File: config.mk
export PLATFORM = sky130hd
export DESIGN_NAME = tcu
export DESIGN_NICKNAME = d
export VERILOG_FILES = /design/src/rtl/tcu.sv
export SDC_FILE = /design/constraint.sdc
export NUM_CORES = 1
export LEC_CHECK = 0
export BUFFER_PORTS_ARGS = -buffer_cell sky130_fd_sc_hd__buf_2
export CORE_ASPECT_RATIO = 1.2
export CORE_MARGIN = 1
export CORE_UTILIZATION = 45
export CTS_BUF_LIST = sky130_fd_sc_hd__clkbuf_16
export CTS_CLUSTER_SIZE = 28
export DETAILED_ROUTE_END_ITERATION = 7
export GPL_ROUTABILITY_DRIVEN = 0
export GPL_TIMING_DRIVEN = 0
export MAX_ROUTING_LAYER = met4
export PLACE_DENSITY_LB_ADDON = 0.2
export SYNTH_ARGS = -nofsm -noshare
export SYNTH_HDL_FRONTEND = slang
export SYNTH_SLANG_ARGS = --single-unit
File: constraint.sdc
create_clock -name clk -period 5.35 [get_ports clk]
set_clock_uncertainty 0.15 [all_clocks]
set_input_delay 0.2675 -clock clk [delete_from_list [all_inputs] [get_ports clk]]
set_output_delay 0.2675 -clock clk [all_outputs]
set_load 0.02 [all_outputs]
File: src/rtl/tcu.sv
// USB full-speed transmit controller: sequences SYNC, PID, optional payload,
// CRC16 and EOP through the TX shifter / NRZI encoder.
module tcu #(
  parameter int MAX_BYTES = 64
) (
  input  logic       clk,
  input  logic       n_rst,
  input  logic       tx_start,
  input  logic [2:0] tx_packet,
  input  logic       rcving,
  input  logic [6:0] buffer_occ,
  input  logic [7:0] tx_data,
  input  logic       byte_sent,
  input  logic       eop_done,
  output logic [7:0] tx_byte,
  output logic       load_byte,
  output logic       get_tx_data,
  output logic       send_eop,
  output logic       tx_active,
  output logic       tx_done,
  output logic       tx_error
);

  localparam int CW = $clog2(MAX_BYTES + 1);

  typedef enum logic [2:0] {
    IDLE      = 3'd0,
    SEND_SYNC = 3'd1,
    SEND_PID  = 3'd2,
    SEND_DATA = 3'd3,
    SEND_CRC1 = 3'd4,
    SEND_CRC2 = 3'd5,
    WAIT_EOP  = 3'd6
  } state_t;

  // CRC-16/USB over one byte, LSB first, reflected polynomial.
  function automatic logic [15:0] crc16_byte(input logic [15:0] crc_in, input logic [7:0] d);
    logic [15:0] c;
    logic        fb;
    c = crc_in;
    for (int i = 0; i < 8; i++) begin
      fb = c[0] ^ d[i];
      c  = {1'b0, c[15:1]};
      if (fb) c = c ^ 16'hA001;
      else    c = c;
    end
    return c;
  endfunction

  function automatic logic [7:0] pid_byte(input logic [2:0] code);
    logic [3:0] p;
    case (code)
      3'd2:    p = 4'b0011;
      3'd3:    p = 4'b1011;
      3'd4:    p = 4'b0010;
      3'd5:    p = 4'b1010;
      3'd6:    p = 4'b1110;
      default: p = 4'b0000;
    endcase
    return {~p, p};
  endfunction

  state_t          state_r, state_s;
  logic [2:0]      code_r, code_s;
  logic [15:0]     crc_r, crc_s;
  logic [CW-1:0]   count_r, count_s;
  logic [7:0]      tx_byte_r, tx_byte_s;
  logic            load_byte_r, load_byte_s;
  logic            send_eop_r, send_eop_s;
  logic            tx_done_r, tx_done_s;
  logic            tx_error_r, tx_error_s;
  logic            tx_active_r;
  logic            pop_s;
  logic            valid_req_s, data_pkt_s, can_pop_s;

  assign valid_req_s = !rcving && (tx_packet >= 3'd2) && (tx_packet <= 3'd6);
  assign data_pkt_s  = (code_r == 3'd2) || (code_r == 3'd3);
  assign can_pop_s   = (buffer_occ != 7'd0) && (count_r < CW'(MAX_BYTES));

  // State register.
  always_ff @(posedge clk) begin
    if (!n_rst) state_r <= IDLE;
    else        state_r <= state_s;
  end

  // Next-state logic.
  always_comb begin
    state_s = state_r;
    case (state_r)
      IDLE: begin
        if (tx_start && valid_req_s) state_s = SEND_SYNC;
        else                         state_s = IDLE;
      end
      SEND_SYNC: begin
        if (byte_sent) state_s = SEND_PID;
        else           state_s = SEND_SYNC;
      end
      SEND_PID, SEND_DATA: begin
        if (!byte_sent)                               state_s = state_r;
        else if (state_r == SEND_PID && !data_pkt_s)  state_s = WAIT_EOP;
        else if (can_pop_s)                           state_s = SEND_DATA;
        else                                          state_s = SEND_CRC1;
      end
      SEND_CRC1: begin
        if (byte_sent) state_s = SEND_CRC2;
        else           state_s = SEND_CRC1;
      end
      SEND_CRC2: begin
        if (byte_sent) state_s = WAIT_EOP;
        else           state_s = SEND_CRC2;
      end
      WAIT_EOP: begin
        if (eop_done) state_s = IDLE;
        else          state_s = WAIT_EOP;
      end
      default: state_s = IDLE;
    endcase
  end

  // Output / datapath next values; pulses default low, datapath holds.
  always_comb begin
    code_s      = code_r;
    crc_s       = crc_r;
    count_s     = count_r;
    tx_byte_s   = tx_byte_r;
    load_byte_s = 1'b0;
    send_eop_s  = 1'b0;
    tx_done_s   = 1'b0;
    tx_error_s  = 1'b0;
    pop_s       = 1'b0;
    case (state_r)
      IDLE: begin
        if (tx_start && valid_req_s) begin
          code_s      = tx_packet;
          crc_s       = 16'hFFFF;
          count_s     = CW'(0);
          tx_byte_s   = 8'h80;
          load_byte_s = 1'b1;
        end else begin
          tx_error_s  = tx_start;
        end
      end
      SEND_SYNC: begin
        if (byte_sent) begin
          tx_byte_s   = pid_byte(code_r);
          load_byte_s = 1'b1;
        end else begin
          load_byte_s = 1'b0;
        end
      end
      SEND_PID, SEND_DATA: begin
        if (!byte_sent) begin
          load_byte_s = 1'b0;
        end else if (state_r == SEND_PID && !data_pkt_s) begin
          send_eop_s  = 1'b1;
        end else if (can_pop_s) begin
          pop_s       = 1'b1;
          tx_byte_s   = tx_data;
          count_s     = count_r + CW'(1);
          crc_s       = crc16_byte(crc_r, tx_data);
          load_byte_s = 1'b1;
        end else begin
          tx_byte_s   = ~crc_r[7:0];
          load_byte_s = 1'b1;
        end
      end
      SEND_CRC1: begin
        if (byte_sent) begin
          tx_byte_s   = ~crc_r[15:8];
          load_byte_s = 1'b1;
        end else begin
          load_byte_s = 1'b0;
        end
      end
      SEND_CRC2: begin
        if (byte_sent) send_eop_s = 1'b1;
        else           send_eop_s = 1'b0;
      end
      WAIT_EOP: begin
        if (eop_done) tx_done_s = 1'b1;
        else          tx_done_s = 1'b0;
      end
      default: begin
        load_byte_s = 1'b0;
      end
    endcase
  end

  // Registered outputs and datapath.
  always_ff @(posedge clk) begin
    if (!n_rst) begin
      code_r      <= 3'd0;
      crc_r       <= 16'hFFFF;
      count_r     <= CW'(0);
      tx_byte_r   <= 8'h00;
      load_byte_r <= 1'b0;
      send_eop_r  <= 1'b0;
      tx_done_r   <= 1'b0;
      tx_error_r  <= 1'b0;
      tx_active_r <= 1'b0;
    end else begin
      code_r      <= code_s;
      crc_r       <= crc_s;
      count_r     <= count_s;
      tx_byte_r   <= tx_byte_s;
      load_byte_r <= load_byte_s;
      send_eop_r  <= send_eop_s;
      tx_done_r   <= tx_done_s;
      tx_error_r  <= tx_error_s;
      tx_active_r <= (state_s != IDLE);
    end
  end

  // The pop strobe is gated by reset so a byte is never lost on a reset edge.
  assign get_tx_data = pop_s & n_rst;
  assign tx_byte     = tx_byte_r;
  assign load_byte   = load_byte_r;
  assign send_eop    = send_eop_r;
  assign tx_active   = tx_active_r;
  assign tx_done     = tx_done_r;
  assign tx_error    = tx_error_r;

endmodule
==> results by group, run 1 <==
Final layout
  – Final core occ: 56.23%
  – Nets: 338
  – Growth of design area from synthesis to finish: 17.50%
  – Antenna diodes: 0
  – Share of cells above drive strength 1: 18.47%
  – Commonest non-fill, non-tap cell in the layout: dfxtp_1
  – Most frequent cells in the layout: 42 x dfxtp_1, 40 x buf_2, 34 x nor2_1

Place
  – Port Buf Inserts: 36
  – Dpl hpwl: 3961 µm
  – Pre-CTS WS: 2.894 ns

Global route
  – First-pass GRT wire length: 8928 µm
  – Antenna violations before repair: 0
  – Pin count of the biggest net entering global routing: 13
  – GR Util All Layers: 23.26%
  – Vias in the first global route: 1906
  – GRT overflow: 0

Synth
  – Synthesis Warnings: 0
  – Synth cell types: 48
  – Syn_nets: 295
  – Post-synth ARST share: 0%
  – Ys flop type: dfxtp_1
  – Post-Syn Area: 0.002231 mm²
  – Yosys reg bits: 42
  – Sequential area share after synthesis: 37.69%
  – Post-synthesis cell count: 270
  – Post-synth EDFFs: 0
  – Mean Syn Cell Area: 8.263 µm²

STA
  – Final worst slack: 2.580 ns
  – Final hold violation count: 0
  – Post-route clock period utilization: 51.77%
  – Fmax: 0.3611 GHz
  – Setup TNS: 0 ns
  – Final setup vio count: 0
  – Tmin final: 2.770 ns
  – Max-slew violations: 0
  – Slew @ Worst Pin: 0.6567 ns
  – RSZ-0062 raised after global routing: false
  – Max transition margin: 56.22%

Floorplanning
  – IO Count: 38
  – FP Rows: 27
  – Die Area: 0.005244 mm²
  – Core area: 0.004662 mm²
  – Die X: 66.28 µm
  – Chip height: 79.13 µm
  – Initial Utilization: 47.85%

CTS
  – Worst-Skew Late Latency: 0.28 ns
  – Clock Tree Buf Depth: 2
  – Num Clock Sinks: 42
  – CTS tree: done
  – Post-CTS Setup Bufs: 0
  – H-tree levels: 2
  – Clk Tree Root Cell: clkbuf_16
  – Hold_buf cts: 0
  – Cts bufs inserted: 5
  – Post_cts resized: 0
  – Reg clk slew, reported paths: 0.06 ns

Worst setup path
  – CP startpoint kind: flop
  – CP max FO: 10
  – CP peak stage delay: 0.39 ns
  – Worst Path Required: 4.93 ns
  – Worst path cell trace: buf_2, and2b_2, o21ai_2, a2111oi_2, buf_4, nor2_2, buf_6, nor3_1, buf_2
  – Crit end category: output pin
  – Critical path arrival: 2.35 ns
  – Crit path kind: flop to output pin
  – CP max-delay cell: a2111oi_2
  – Crit path buffers/inverters: 4
  – CP dominant cell by count: buf_2
  – Critical path's top delay family: buffers and inverters

Detailed routing
  – Drt pass-1 iters: 4
  – DR iter-0 viols: 159
  – Final ANT Viol Nets: 0
  – Vias per inst: 5.527
  – Total number of vias: 2056
  – Routed wire per std cell: 14.66 µm
  – DRC: 0
  – Total routed wirelength: 5453 µm

Job
  – Max Cap Viol: 0

Pwr
  – Final Total Pwr: 760.5 µW
  – Pwr per Cell Area: 290.1 mW/mm²
  – Static leakage: 0.001045 µW
  – Peak supply drop: 0.0001754 V

Outcome
  – Outcome: complete, no violations

Worst hold path
  – Class of the worst hold path: input port to flop
routing by layer:
metal,vias to the layer above,wire [µm],GRT usage (%)
li1,1042,-,-
met1,960,2431,29.73
met2,48,2667,36.84
met3,6,276,4.598
met4,0,78,7.021
met5,-,0,-
kinds of logic after synthesis:
kind of cell | Yosys count | share of synthesized area, %
flip-flops | 42 | 37.69
XOR/XNOR | 26 | 12.84
adder cells (fa/ha/maj) | 1 | 0.5608
AND/OR/NAND/NOR | 101 | 21.48
multiplexers | 8 | 3.590
AO/OA/AOI/OAI | 70 | 19.24
buffers and inverters | 22 | 4.599
power breakdown:
part / switching (µW) / internal (µW)
logic: 82.4 / 60.6
registers: 6.77 / 322
clock network: 120 / 169
final timing paths:
path	start	endpoint	slack (ns)	depth (start not counted)
setup / recovery	code_r[2]	get_tx_data	2.58	9
hold / removal	tx_start	tx_error	0.09	2
setup reg to reg	crc_r[0]	crc_r[0]	3.05	6
hold reg to reg	tx_byte[7]	tx_byte[7]	0.29	2
cell usage after synthesis, types with 2 or more instances:
cell type / instances / area share [%]
dfxtp_1: 42 / 38
nor2_1: 34 / 5.7
nand2_1: 23 / 3.9
a21oi_1: 16 / 3.6
nor3_1: 15 / 3.4
o21ai_0: 14 / 3.1
o21ai_1: 13 / 2.9
xor2_1: 11 / 4.3
xnor2_1: 9 / 3.5
a211oi_1: 8 / 2.7
clkbuf_1: 8 / 1.3
mux2i_1: 8 / 3.6
o22ai_1: 7 / 2.0
inv_1: 5 / 0.84
nand3_1: 5 / 1.1
buf_2: 4 / 0.90
nor2b_1: 4 / 1.1
xnor2_2: 4 / 2.9
nand2b_1: 3 / 0.84
and3_1: 2 / 0.56
and3b_1: 2 / 0.79
and4_1: 2 / 0.79
buf_1: 2 / 0.34
buf_4: 2 / 0.67
nand3b_1: 2 / 0.67
nand4_1: 2 / 0.56
or3_1: 2 / 0.56
area by class of cell:
| type | instances | area (µm²) |
|---|---|---|
| clock buffer | 5 | 125.1 |
| fill | 461 | 2041 |
| inverter | 5 | 18.77 |
| clock inverter | 3 | 12.51 |
| multi-input combinational | 206 | 1287 |
| tap | 58 | 72.57 |
| buffer | 17 | 83.83 |
| sequential | 42 | 840.8 |
| timing repair buffer | 36 | 180.2 |
worst reg2reg max path: stages (launching register included):
cell	delay (ns)
dfxtp_1	0.34
xnor2_2	0.28
xnor3_1	0.45
xnor3_2	0.24
xnor2_1	0.28
xor2_1	0.11
a221o_1	0.33
metrics by stage:
stage	cell area, µm²	hold WS [ns]	cells
2_1_floorplan	2231	0.2313	270
3_3_place_gp	2484	0.2839	364
3_5_place_dp	2484	0.2878	364
4_1_cts	2621	0.08836	372
5_1_grt	2621	0.1139	372
6_report	2621	0.09268	372
sequential cells by signal, summed over array words and instances (netlist names):
| signal | count |
|---|---|
| tx_byte | 8 |
| crc_r | 16 |
| tx_done | 1 |
| tx_active | 1 |
| count_r | 7 |
| state_r | 3 |
| send_eop | 1 |
| code_r | 3 |
| tx_error | 1 |
| load_byte | 1 |
Power figures use the tool's default switching activity.
==> run 2, diff against run 1 <==
==> constraint.sdc (replaced) <==
create_clock -name clk -period 2.5 [get_ports clk]
set_clock_uncertainty 0.15 [all_clocks]
set_input_delay 0.125 -clock clk [delete_from_list [all_inputs] [get_ports clk]]
set_output_delay 0.125 -clock clk [all_outputs]
set_load 0.02 [all_outputs]
==> run 2 against run 1 <==
  * Via count up 1.5%
  * Worst setup slack got worse by 2.5 ns
  * Die area stayed put
  * Worst hold slack improved by 0.012 ns
  * Core utilization is 1.7 points higher
  * Final area rose by 3.0%
  * Highest routed layer unchanged
  * Routed wire length grew 1.4%
  * Largest power group unchanged
  * Global-route usage grew 0.42 points
  * Critical path depth up 1
==> results by group, run 2 (synthesized netlist as in run 1, its figures left out) <==
Pwr
  – NetSw: 449.0 µW (+110%)
  – Pwr per Cell Area: 606.5 mW/mm² (+110%)
  – Static leakage: 0.001076 µW (+3.0%)
  – Clk network pwr share: 37.6% (-0.4 points)
  – Combinational share of power: 19.3% (+0.5 points)
  – Sw Share: 27.42% (-0.11 points)
  – Peak supply drop: 0.0003744 V (+110%)
  – Internal power: 1188 µW (+120%)
  – Reg power frac: 43.1% (about the same)

CTS
  – Worst-Skew Late Latency: 0.28 ns (about the same)
  – Cts bufs inserted: 5 (unchanged)
  – H-tree levels: 2 (unchanged)
  – Clock Tree Buf Depth: 2 (unchanged)
  – Clk Tree Root Cell: clkbuf_16
  – Reg clk slew, reported paths: 0.06 ns (about the same)
  – CTS tree: done
  – Num Clock Sinks: 42 (unchanged)

Outcome
  – Outcome: complete, no violations

Worst hold path
  – Class of the worst hold path: input port to flop

Floorplanning
  – Chip height: 79.13 µm (unchanged)
  – Core area: 0.004662 mm² (unchanged)
  – Initial Utilization: 47.85% (unchanged)
  – IO Count: 38 (unchanged)
  – Die Area: 0.005244 mm² (unchanged)
  – Die X: 66.28 µm (unchanged)
  – FP Rows: 27 (unchanged)

Detailed routing
  – Routed wire per std cell: 14.63 µm (-0.18%)
  – Total routed wirelength: 5531 µm (+1.4%)
  – Drt pass-1 iters: 4 (unchanged)
  – DRC: 0 (unchanged)
  – Total number of vias: 2087 (+1.5%)
  – Final ANT Viol Nets: 0 (unchanged)
  – Vias per inst: 5.521 (-0.10%)
  – DR iter-0 viols: 163 (+2.5%)

Place
  – Dpl hpwl: 3961 µm (unchanged)
  – Port Buf Inserts: 36 (unchanged)

Final layout
  – Fillcell total: 448 (-2.8%)
  – Final core occ: 57.92% (+1.7 points)
  – Antenna diodes: 0 (unchanged)
  – Commonest non-fill, non-tap cell in the layout: dfxtp_1
  – Nets: 344 (+1.8%)
  – Most frequent cells in the layout: 41 x dfxtp_1, 37 x buf_2, 34 x nor2_1
  – Growth of design area from synthesis to finish: 21.03%
  – Reg with most FFs: crc_r
  – Number of flip-flops in the largest register: 16 (unchanged)
  – Share of cells above drive strength 1: 19.38% (+0.90 points)

Global route
  – Antenna violations before repair: 0 (unchanged)
  – First-pass GRT wire length: 9080 µm (+1.7%)
  – Pin count of the biggest net entering global routing: 13 (unchanged)
  – Vias in the first global route: 1937 (+1.6%)
  – GRT overflow: 0 (unchanged)
  – GR Util All Layers: 23.68% (+0.42 points)

Worst setup path
  – CP max FO: 10 (unchanged)
  – CP max-delay cell: dlygate4sd3_1
  – Worst path cell trace: dlygate4sd3_1, buf_2, or2_1, a41oi_1, a2111oi_2, buf_4, nor2_2, buf_6, nor3_2, buf_4
  – CP peak stage delay: 0.54 ns (+0.15 ns)
  – CP dominant cell by count: buf_4
  – Crit end category: output pin
  – Critical path arrival: 2.12 ns (-0.23 ns)
  – Crit path kind: input port to output pin
  – CP startpoint kind: input port
  – Worst Path Required: 2.23 ns (-2.70 ns)
  – Reg-to-reg slack, setup: 0.21 ns (-2.84 ns)

STA
  – Max transition margin: 56.47% (+0.25 points)
  – Post-route clock period utilization: 95.96%
  – Final setup vio count: 0 (unchanged)
  – Final hold violation count: 0 (unchanged)
  – RSZ-0062 raised after global routing: false
  – Slew @ Worst Pin: 0.6529 ns (-0.003760 ns)
  – Tmin final: 2.399 ns
  – Setup TNS: 0 ns (unchanged)
  – Fmax: 0.4168 GHz
  – Max-slew violations: 0 (unchanged)

Job
  – Max Cap Viol: 0 (unchanged)
==> run 2: cell types whose count changed in the layout (fill, tap and decap cells not counted), sizes merged <==
cell,delta
dlygate4sd3,+6
==> run 2: layout make-up <==
class                           instances  area [µm²]  area share, %
Clock buffer                            5       125.1          4.634
Timing Repair Buffer                   44       257.7          9.546
Sequential cell                        42       842.1          31.19
Clock inverter                          3       12.51         0.4634
Multi-Input combinational cell        206        1292          47.87
Buffer                                 15       78.83          2.919
Tap cell                               58       72.57          2.688
Inverter                                5       18.77         0.6951
==> run 2: path summary, 6_finish.rpt <==
kind,start,endpoint,cells after the start
max,tx_packet[2],get_tx_data,10
min,n_rst,crc_r[5],2
max reg2reg,crc_r[0],crc_r[0],6
min reg2reg,tx_byte[7],tx_byte[7],2
==> run 2: worst max-delay path: cells and delay by family <==
family / cells / cell delay [ns]
buffers and inverters: 5 / 1.19
AOI/OAI and AO/OA: 2 / 0.35
and+or+nand+nor: 3 / 0.45
==> run 2: repair_timing <==
item | CTS | global route
gates resized for setup | 1 | 4
setup endpoints to repair | 1 | 2
hold buffers | 6 | 0
endpoints found under the hold margin | 6 | 0
setup buffers | 2 | 0
pin swaps | 0 | 1
==> run 2: power by group through the flow <==
stage | Sequential [µW] | Combinational (µW) | Clock [µW]
2_1_floorplan | 727 | 213 | 0
3_3_place_gp | 718 | 304 | 0
3_5_place_dp | 718 | 305 | 0
4_1_cts | 703 | 318 | 631
5_1_grt | 708 | 351 | 649
6_report | 705 | 317 | 615
==> run 2: per-layer routing <==
| layer | global-route usage (%) | up-vias | wire length [µm] |
|---|---|---|---|
| met5 | - | - | 0 |
| met4 | 8.085 | 0 | 86 |
| met3 | 4.598 | 10 | 261 |
| met2 | 37.24 | 54 | 2663 |
| met1 | 30.15 | 973 | 2520 |
| li1 | - | 1050 | - |
==> run 2: metrics by stage <==
step	total power, µW	area (µm²)	hold WS (ns)	setup WS (ns)	cells
after floorplan	940.5	2231	0.08879	0.2334	270
after global placement	1022	2484	0.2432	0.1848	364
after detailed placement	1022	2484	0.2388	0.1867	364
after CTS	1653	2698	0.1042	0.008697	380
after global routing	1708	2700	0.1409	0.002049	378
final	1637	2700	0.1050	0.1009	378
==> run 3, diff against run 2 <==
==> constraint.sdc (replaced) <==
create_clock -name clk -period 2.2 [get_ports clk]
set_clock_uncertainty 0.15 [all_clocks]
set_input_delay 0 -clock clk [delete_from_list [all_inputs] [get_ports clk]]
set_output_delay 0 -clock clk [all_outputs]
set_load 0.02 [all_outputs]
==> run 3 against run 2 <==
  * Routed wire length increased by 2.2%
  * Cell count up 1.1%
  * Final area increased by 3.3%
  * Clock power is 14% higher
  * Largest power group unchanged
==> results by group, run 3 (synthesized netlist as in run 1, its figures left out) <==
Place
  – DP Area: 0.002484 mm² (unchanged)
  – Cells after DPL: 364 (unchanged)
  – Port Buf Inserts: 36 (unchanged)
  – Dpl hpwl: 3961 µm (unchanged)

Worst setup path
  – Crit path kind: flop to flop
  – Critical path arrival: 2.19 ns (+0.07 ns)
  – Reg2Reg Depth: 6 (unchanged)
  – CP startpoint kind: flop
  – Worst path cell trace: xnor2_1, xnor3_1, xnor3_2, xnor2_2, xor2_1, a221o_1
  – Worst Path Required: 2.22 ns (about the same)
  – CP peak stage delay: 0.36 ns (-0.18 ns)
  – Reg-to-reg slack, setup: 0.03 ns (-0.18 ns)
  – R2R Path Start: crc_r[6]
  – CP max FO: 3 (-7)
  – CP max-delay cell: xnor2_1
  – Crit end category: flop
  – Reg2Reg Capture Point: crc_r[0]

Job
  – Max Cap Viol: 0 (unchanged)

Pwr
  – Static leakage: 0.001124 µW (+4.4%)
  – Peak supply drop: 0.0004332 V (+16%)
  – Pwr per Cell Area: 680.3 mW/mm² (+12%)

STA
  – Max-slew violations: 0 (unchanged)
  – Final setup vio count: 0 (unchanged)
  – Post-route clock period utilization: 98.60%
  – Tmin final: 2.169 ns
  – Final hold violation count: 0 (unchanged)
  – RSZ-0062 raised after global routing: true
  – Slew @ Worst Pin: 0.5112 ns (-0.1417 ns)
  – Max transition margin: 65.92% (+9.4 points)
  – Fmax: 0.4610 GHz

Worst hold path
  – Class of the worst hold path: input port to flop
  – Min-Delay Endpoint: tx_byte[1]
  – Min-delay src: tx_data[1]
  – Min-Delay Path Depth: 5 (+3)

Detailed routing
  – DR WL met3: 272 µm (+4.2%)
  – DR WL met2: 2762 µm (+3.7%)
  – Max layer used: met4
  – Total routed wirelength: 5653 µm (+2.2%)
  – Total number of vias: 2110 (+1.1%)
  – Routed wire per std cell: 14.80 µm (+1.1%)
  – DR iter-0 viols: 182 (+12%)
  – Met1 WL: 2549 µm (+1.2%)
  – Vias per inst: 5.524 (about the same)
  – Drt pass-1 iters: 4 (unchanged)
  – DRC: 0 (unchanged)
  – Final ANT Viol Nets: 0 (unchanged)

Final layout
  – Non-Filler Cell Area, Final: 0.002790 mm² (+3.3%)
  – Number of flip-flops in the largest register: 16 (unchanged)
  – Reg with most FFs: crc_r
  – Share of cells above drive strength 1: 23.46% (+4.1 points)
  – Most frequent cells in the layout: 37 x buf_2, 37 x dfxtp_1, 34 x nor2_1
  – Antenna diodes: 0 (unchanged)
  – Growth of design area from synthesis to finish: 25.07%
  – Non-filler instance count after layout: 382 (+1.1%)
  – Nets: 348 (+1.2%)

CTS
  – Num Clock Sinks: 42 (unchanged)
  – Worst-Skew Late Latency: 0.28 ns (about the same)
  – Reg clk slew, reported paths: 0.06 ns (about the same)
  – Clk Tree Root Cell: clkbuf_16
  – H-tree levels: 2 (unchanged)
  – Cts bufs inserted: 5 (unchanged)
  – Clock Tree Buf Depth: 2 (unchanged)
  – CTS tree: done

Floorplanning
  – FP Rows: 27 (unchanged)
  – Die X: 66.28 µm (unchanged)
  – Initial Utilization: 47.85% (unchanged)
  – IO Count: 38 (unchanged)
  – Die Area: 0.005244 mm² (unchanged)
  – Core area: 0.004662 mm² (unchanged)
  – Chip height: 79.13 µm (unchanged)

Global route
  – Antenna violations before repair: 0 (unchanged)
  – GR Util All Layers: 24.00% (+0.32 points)
  – First-pass GRT wire length: 9149 µm (+0.76%)
  – Vias in the first global route: 1965 (+1.4%)
  – GRT overflow: 0 (unchanged)
  – Pin count of the biggest net entering global routing: 13 (unchanged)

Outcome
  – Outcome: complete, no violations
[run 3: cell count changes in the layout (fill, tap and decap cells not counted), sizes merged]
cell | before | now
buf | 45 | 46
clkbuf | 13 | 14
dlygate4sd3 | 6 | 8
[run 3: worst max-delay path, delay by kind of cell, from the launching register on]
kind            cells  cell delay [ns]
compound gates      1             0.33
xor+xnor            5             1.25
flops               1             0.33
[run 3: per-stage QoR]
| step | util [%] | hold WS, ns | TNS (ns) | worst slack (ns) | total power (µW) |
|---|---|---|---|---|---|
| 2_1_floorplan | - | -0.03621 | 0 | 0.05844 | 1069 |
| 3_3_place_gp | 53.27 | 0.1182 | -0.3539 | -0.07471 | 1161 |
| 3_5_place_dp | 53.27 | 0.1138 | -0.5786 | -0.08891 | 1162 |
| 4_1_cts | 58.83 | 0.1125 | 0 | 0.008066 | 1899 |
| 5_1_grt | 59.85 | 0.1489 | -0.09067 | -0.06042 | 1975 |
| 6_report | 59.85 | 0.1235 | 0 | 0.03088 | 1898 |
[run 3: worst max path at each step]
stage / start / endpoint / slack (ns) / cells past startpoint
after floorplan: code_r[2] / get_tx_data / 0.06 / 8
after CTS: state_r[0] / get_tx_data / 0.008 / 8
after detailed placement: crc_r[0] / crc_r[0] / -0.09 / 6
after global routing: crc_r[0] / crc_r[0] / -0.06 / 6
after global placement: crc_r[0] / crc_r[0] / -0.07 / 6
final: crc_r[6] / crc_r[0] / 0.03 / 6
[run 3: timing repair]
action                                  in CTS  in global routing
hold buffers                                 8                  0
buffers inserted                             3                  0
endpoints found under the setup margin      18                 15
resized for setup                            8                 15
pin swaps                                    6                  2
hold endpoints to repair                     9                  0
[run 3: layout make-up]
type	count	area (µm²)
fill	427	1872
multi-input combinational	206	1341
sequential	42	847.1
timing repair buffer	47	285.3
clock buffer	5	125.1
buffer	16	87.58
tap	58	72.57
inverter	5	18.77
clock inverter	3	12.51
[run 3: power breakdown]
group	internal [µW]	switching (µW)
logic	177	217
clock network	410	292
registers	783	18.8
total	1370	528
[run 3: per-layer routing]
layer | up-vias | GRT usage, %
li1 | 1059 | -
met1 | 984 | 30.20
met3 | 6 | 4.454
met5 | - | -
met4 | 0 | 8.085
met2 | 61 | 38.37
